===== src/rtl/iter_divider_if.sv =====
// Issue/result handshake bundle for iter_divider.
// The master side issues operations and consumes results.
interface iter_divider_if #(
  parameter int XLEN = 32
);
  logic            in_valid;
  logic            in_ready;
  logic [1:0]      in_op;
  logic [XLEN-1:0] in_dividend;
  logic [XLEN-1:0] in_divisor;
  logic            out_valid;
  logic            out_ready;
  logic [XLEN-1:0] out_result;

  modport master (
    output in_valid, in_op,
    output in_dividend, in_divisor,
    output out_ready,
    input  in_ready, out_valid,
    input  out_result
  );

  modport slave (
    input  in_valid, in_op,
    input  in_dividend, in_divisor,
    input  out_ready,
    output in_ready, out_valid,
    output out_result
  );
endinterface


===== src/rtl/iter_divider.sv =====
// Radix-2 restoring RV32M divider using the shared adder.
// Macro DIV_FAST_SPECIAL_EN: early-out for div-by-zero/overflow.
module iter_divider #(
  parameter int XLEN  = 32,
  parameter int CNT_W = 6
) (
  input  logic            clk,
  input  logic            rst,
  iter_divider_if.slave   io,
  output logic            busy,
  output logic [XLEN-1:0] add_a,
  output logic [XLEN-1:0] add_b,
  output logic            add_sub,
  input  logic [XLEN-1:0] add_sum,
  input  logic            add_cout
);

  typedef enum logic [1:0] {
    IDLE,
    CALC,
    SIGN,
    DONE
  } state_t;

  localparam logic [XLEN-1:0] MIN =
    {1'b1, {(XLEN-1){1'b0}}};

  state_t          state;
  state_t          state_n;
  logic [1:0]      op;
  logic            neg_a;
  logic            neg_b;
  logic [XLEN-1:0] dvd;
  logic [XLEN-1:0] dvs;
  logic [XLEN-1:0] rem;
  logic [XLEN-1:0] quot;
  logic [XLEN-1:0] res;
  logic [CNT_W-1:0] cnt;
  logic            take;

  function automatic logic [XLEN-1:0] negate(
    input logic [XLEN-1:0] x
  );
    return ~x + XLEN'(1);
  endfunction

  logic            sgn_in;
  logic            neg_a_in;
  logic            neg_b_in;
  logic [XLEN-1:0] mag_a;
  logic [XLEN-1:0] mag_b;

  assign sgn_in   = ~io.in_op[0];
  assign neg_a_in = sgn_in & io.in_dividend[XLEN-1];
  assign neg_b_in = sgn_in & io.in_divisor[XLEN-1];
  assign mag_a    = neg_a_in ? negate(io.in_dividend)
                             : io.in_dividend;
  assign mag_b    = neg_b_in ? negate(io.in_divisor)
                             : io.in_divisor;

  logic special;
`ifdef DIV_FAST_SPECIAL_EN
  logic            spec_z;
  logic [XLEN-1:0] fast_res;
  assign spec_z  = (io.in_divisor == '0);
  assign special = spec_z
                 | (sgn_in
                    & (io.in_dividend == MIN)
                    & (&io.in_divisor));
  assign fast_res = io.in_op[1]
                  ? (spec_z ? io.in_dividend : '0)
                  : (spec_z ? '1 : MIN);
`else
  assign special = 1'b0;
`endif

  // Sign fix-up; a zero divisor overrides to the RISC-V values.
  logic            div0;
  logic            q_neg;
  logic [XLEN-1:0] q_fin;
  logic [XLEN-1:0] r_fin;

  assign div0  = (dvs == '0);
  assign q_neg = ~op[0] & (neg_a ^ neg_b) & ~div0;
  assign q_fin = div0  ? '1
               : q_neg ? negate(quot) : quot;
  assign r_fin = div0  ? dvd
               : neg_a ? negate(rem) : rem;

  assign io.in_ready   = (state == IDLE);
  assign io.out_valid  = (state == DONE);
  assign io.out_result = res;
  assign busy          = (state != IDLE);

  always_comb begin
    state_n = state;
    add_a   = '0;
    add_b   = '0;
    add_sub = 1'b0;
    take    = 1'b0;
    unique case (state)
      IDLE: begin
        if (io.in_valid) begin
          state_n = special ? DONE : CALC;
        end
      end
      CALC: begin
        add_a   = {rem[XLEN-2:0], quot[XLEN-1]};
        add_b   = dvs;
        add_sub = 1'b1;
        take    = add_cout | rem[XLEN-1];
        if (cnt == CNT_W'(XLEN-1)) begin
          state_n = SIGN;
        end
      end
      SIGN: state_n = DONE;
      DONE: begin
        if (io.out_ready) begin
          state_n = IDLE;
        end
      end
      default: state_n = IDLE;
    endcase
  end

  always_ff @(posedge clk) begin
    if (rst) begin
      state <= IDLE;
      op    <= '0;
      neg_a <= 1'b0;
      neg_b <= 1'b0;
      dvd   <= '0;
      dvs   <= '0;
      rem   <= '0;
      quot  <= '0;
      res   <= '0;
      cnt   <= '0;
    end else begin
      state <= state_n;
      unique case (state)
        IDLE: begin
          if (io.in_valid) begin
            op    <= io.in_op;
            neg_a <= neg_a_in;
            neg_b <= neg_b_in;
            dvd   <= io.in_dividend;
            dvs   <= mag_b;
            quot  <= mag_a;
            rem   <= '0;
            cnt   <= '0;
`ifdef DIV_FAST_SPECIAL_EN
            if (special) begin
              res <= fast_res;
            end
`endif
          end
        end
        CALC: begin
          rem  <= take ? add_sum : add_a;
          quot <= {quot[XLEN-2:0], take};
          cnt  <= cnt + CNT_W'(1);
        end
        SIGN: res <= op[1] ? r_fin : q_fin;
        default: ;
      endcase
    end
  end

endmodule


===== src/flat_wrapper.sv =====
// flat-port wrapper written by rule: the top's interface ports become plain ports
module iter_divider_flat 
#(
  parameter int XLEN  = 32,
  parameter int CNT_W = 6
)
  (clk, rst, busy, add_a, add_b, add_sub, add_sum, add_cout, io_in_valid, io_in_op, io_in_dividend, io_in_divisor, io_out_ready, io_in_ready, io_out_valid, io_out_result);
  iter_divider_if #(.XLEN(XLEN)) io_i ();
  input  logic clk;
  input  logic rst;
  output logic busy;
  output logic [XLEN-1:0] add_a;
  output logic [XLEN-1:0] add_b;
  output logic add_sub;
  input  logic [XLEN-1:0] add_sum;
  input  logic add_cout;
  input wire logic [$bits(io_i.in_valid)-1:0] io_in_valid;
  input wire logic [$bits(io_i.in_op)-1:0] io_in_op;
  input wire logic [$bits(io_i.in_dividend)-1:0] io_in_dividend;
  input wire logic [$bits(io_i.in_divisor)-1:0] io_in_divisor;
  input wire logic [$bits(io_i.out_ready)-1:0] io_out_ready;
  output wire logic [$bits(io_i.in_ready)-1:0] io_in_ready;
  output wire logic [$bits(io_i.out_valid)-1:0] io_out_valid;
  output wire logic [$bits(io_i.out_result)-1:0] io_out_result;
  assign io_i.in_valid = io_in_valid;
  assign io_i.in_op = io_in_op;
  assign io_i.in_dividend = io_in_dividend;
  assign io_i.in_divisor = io_in_divisor;
  assign io_i.out_ready = io_out_ready;
  assign io_in_ready = io_i.in_ready;
  assign io_out_valid = io_i.out_valid;
  assign io_out_result = io_i.out_result;
  iter_divider #(.XLEN(XLEN), .CNT_W(CNT_W)) u_core (.clk(clk), .rst(rst), .io(io_i), .busy(busy), .add_a(add_a), .add_b(add_b), .add_sub(add_sub), .add_sum(add_sum), .add_cout(add_cout));
endmodule

===== config.mk =====
export PLATFORM = sky130hd
export DESIGN_NAME = iter_divider_flat
export DESIGN_NICKNAME = d
export VERILOG_FILES = /design/src/rtl/iter_divider_if.sv /design/src/rtl/iter_divider.sv /design/src/flat_wrapper.sv
export SDC_FILE = /design/constraint.sdc
export NUM_CORES = 1
export LEC_CHECK = 0
export ABC_AREA = 0
export ABC_CLOCK_PERIOD_IN_PS = 3060
export BUFFER_PORTS_ARGS = -buffer_cell sky130_fd_sc_hd__buf_2
export CORE_MARGIN = 5
export CORE_UTILIZATION = 35
export DETAILED_ROUTE_END_ITERATION = 16
export HOLD_SLACK_MARGIN = 0.1
export RECOVER_POWER = 100
export SYNTH_ARGS = -nofsm -noshare
export SYNTH_HDL_FRONTEND = slang
export SYNTH_SLANG_ARGS = --single-unit

===== constraint.sdc =====
create_clock -name clk -period 3.06 [get_ports clk]
set_clock_uncertainty 0.2 [all_clocks]
set_input_delay 0.612 -clock clk [delete_from_list [all_inputs] [get_ports clk]]
set_output_delay 0.612 -clock clk [all_outputs]
set_load 0.01 [all_outputs]

==> flow_summary_export.csv <==
group,metric,value,unit
global_route,grt_usage,0.215,
min_path,hp-class,"input pin to register",
synth,yosysSeqAreaShare,0.332,
clock_tree,cts.clk_slew.worst_paths,0.08,ns
synth,syn-instance-count,1409,
worst_setup_path,worst_setup_path_start_kind,"register",
drt,drtPass1Iterations,5,
drt,finalWirelength,37400,µm
clock_tree,ctsHoldBuffers,0,
die,pin_count,203,
finish,syn_to_final_growth,19.5,%
synth,synth_top_area_share,0.332,
worst_setup_path,worstSetupEndpointType,"primary output",
worst_setup_path,cp.arrival,2.08,ns
synth,avgSynthCellArea,7.36,µm²
clock_tree,root_buffer,"clkbuf_16",
clock_tree,ctsHtreeMaxLevel,4,
drt,drc,0,
global_route,grt_pass1_vias,10403,
synth,synth_cell_types,63,
placed_design,port_buffers,202,
timing,maxSlewHeadroom,0.309,
placed_design,pre_cts_slack,-0.0505,ns
timing,drv_slew,0,
timing,fin_ws,0.170,ns
synth,synth_largest_area_cell,"dfxtp_1",
synth,synth_area_leaders,"dfxtp_1 33%, a21oi_1 7.1%, nand2_1 6.7%",
clock_tree,cts_tree,"yes",
global_route,grt_pass1_wl,57800,µm
timing,fin_crit_sh,0.944,
clock_tree,insertion_delay,0.45,ns
clock_tree,postCtsResizedCells,0,
drt,drt-vias-per-instance,5.56,
clock_tree,clock-sinks,172,
clock_tree,cts_buffers,17,
finish,fillers,3131,
synth,yosysWarnings,0,
worst_setup_path,path_cells,"inv_1, ha_4, buf_4, and2_0, buf_2",
drt,drtIter0Drc,804,
finish,layout.nets,1690,
timing,worstMarginPinSlew,1.04,ns
synth,synth-edff-count,0,
worst_setup_path,crit_buf_inv,3,
clock_tree,post_cts_buffers,0,
flow_run,timing.max_cap.violations,0,
worst_setup_path,critical_path_class,"register to primary output",
worst_setup_path,crit_fanout,37,
placed_design,dpl.hpwl,27400,µm
die,die-width,182,µm
global_route,overflow,0,
finish,antennaDiodeCount,0,
worst_setup_path,crit_family,"buffers and inverters",
synth,async_reset_ff_frac,0,
die,die_h,182,µm
finish,drive_gt1_frac,0.148,
die,rows,63,
timing,report.final.hold_viol_count,0,
drt,wire_per_inst,18.9,µm
timing,timing.fmax,0.346,GHz
timing,rsz0062_at_grt,"no",
power_and_ir_drop,power-per-cell-area,809,nW/µm²
global_route,grt_max_degree,94,
worst_setup_path,slowest_stage,"buf_4",
global_route,antenna_found_initial,0,
worst_setup_path,critPathRequiredTime,2.25,ns
synth,ys.flop_type,"dfxtp_1",
drt,via_count,11012,
finish,final_common_cell,"nand2_1",
clock_tree,clockBufferDepth,2,
timing,hold_slack,0.239,ns
synth,syn-num-nets,1521,
power_and_ir_drop,finalPower,10.0,mW
worst_setup_path,critical-path-max-stage-delay,0.40,ns
worst_setup_path,ff2ff_setup_slack,0.23,ns
power_and_ir_drop,leakage,4.73,nW
outcome,status,"finished, final reports clean",
synth,netlist_area,10400,µm²
die,die_area,33200,µm²
synth,ys_ff_latch,172,
power_and_ir_drop,ir_worst_vdd,444,µV
drt,postRouteAntennaNets,0,
finish,final_cell_mix,"186 x nand2_1, 172 x dfxtp_1, 163 x nor2_1",
placed_design,gp_congestion,0.908,
die,initial_core_util,0.352,
timing,finalCriticalPeriod,2.89,ns
timing,setup_violations,0,
die,core_area,29500,µm²
finish,fin_util,0.420,
==> state kept, by name, indices dropped and copies added, names as in the netlist <==
signal	cells
u_core.quot	32
u_core.neg_a	1
u_core.neg_b	1
u_core.dvd	32
u_core.dvs	32
u_core.io.out_result	32
u_core.rem	32
u_core.op	2
u_core.state	2
u_core.cnt	6
==> metrics by stage <==
stage          instance area, µm²  std cells  setup TNS, ns
6_report                    12400       1981              0
5_1_grt                     12400       1981              0
4_1_cts                     12600       1981              0
3_5_place_dp                11900       1949        -0.0678
3_3_place_gp                11900       1949        -0.0398
2_1_floorplan               10400       1409              0
==> cell usage after synthesis (4+ instances only) <==
cell type	instances
nand2_1	186
dfxtp_1	172
nor2_1	164
a21oi_1	148
clkbuf_1	92
xnor2_1	72
o21ai_0	67
and2_1	64
xor2_1	40
nor3_1	35
a22oi_1	34
inv_1	31
nor4_1	31
a31oi_1	27
o31ai_1	26
a211oi_1	21
nand3_1	21
o41ai_1	17
or3_1	13
or4_1	10
buf_1	9
ha_1	9
o211ai_1	9
nand2b_1	8
o221ai_1	8
o22ai_1	7
or2_2	7
buf_2	6
nand4_1	6
a22o_1	5
a32o_1	5
mux2i_1	4
o21a_1	4
==> area by class of cell <==
| class | instances | area (µm²) | share of cell area |
|---|---|---|---|
| clock buffers | 17 | 425 | 0.0343 |
| clock inverters | 15 | 201 | 0.0163 |
| inverters | 32 | 120 | 0.00969 |
| multi-input cells | 1097 | 6390 | 0.516 |
| flip-flops and latches | 172 | 3440 | 0.278 |
| well taps | 390 | 488 | 0.0394 |
| repair buffers | 258 | 1330 | 0.107 |
==> where the power goes <==
part | switching [mW] | internal, mW | leakage, nW
registers | 0.568 | 2.73 | 1.40
clock network | 1.04 | 1.32 | 0.311
logic | 2.89 | 1.47 | 3.01
==> tightest hold or removal path: stages <==
cell and delay (ns):
buf_2 0.12, nand2_1 0.06, a21oi_1 0.05
==> layer usage <==
metal / vias to the layer above / track usage / part of all wire
li1: 5318 / - / -
met1: 5240 / 0.280 / 0.43
met2: 416 / 0.368 / 0.49
met3: 38 / 0.0407 / 0.067
met4: 0 / 0.0534 / 0.018
met5: - / 0 / 0
==> kinds of logic (layout without fill, tap and decap cells) <==
family,Yosys count,after routing,share of synthesized area
buffers and inverters,140,322,0.0521
AO/OA/AOI/OAI,401,401,0.243
adder cells (fa/ha/maj),9,9,0.0109
XOR/XNOR,112,112,0.0946
AND/OR/NAND/NOR,570,570,0.263
flip-flops,172,172,0.332
multiplexers,5,5,0.00495
==> worst paths after layout <==
path / cells after the start / from / end
hold / removal: 3 / io_in_dividend[13] / u_core.dvd[13]$_SDFFE_PP0P_
setup reg to reg: 8 / u_core.rem[0]$_SDFFE_PP0P_ / u_core.io.out_result[24]$_SDFFE_PP0P_
setup / recovery: 5 / u_core.state[1]$_SDFFE_PP0P_ / add_b[0]
hold reg to reg: 2 / u_core.dvd[3]$_SDFFE_PP0P_ / u_core.dvd[3]$_SDFFE_PP0P_
No activity file was read; power rests on OpenSTA's default activity.
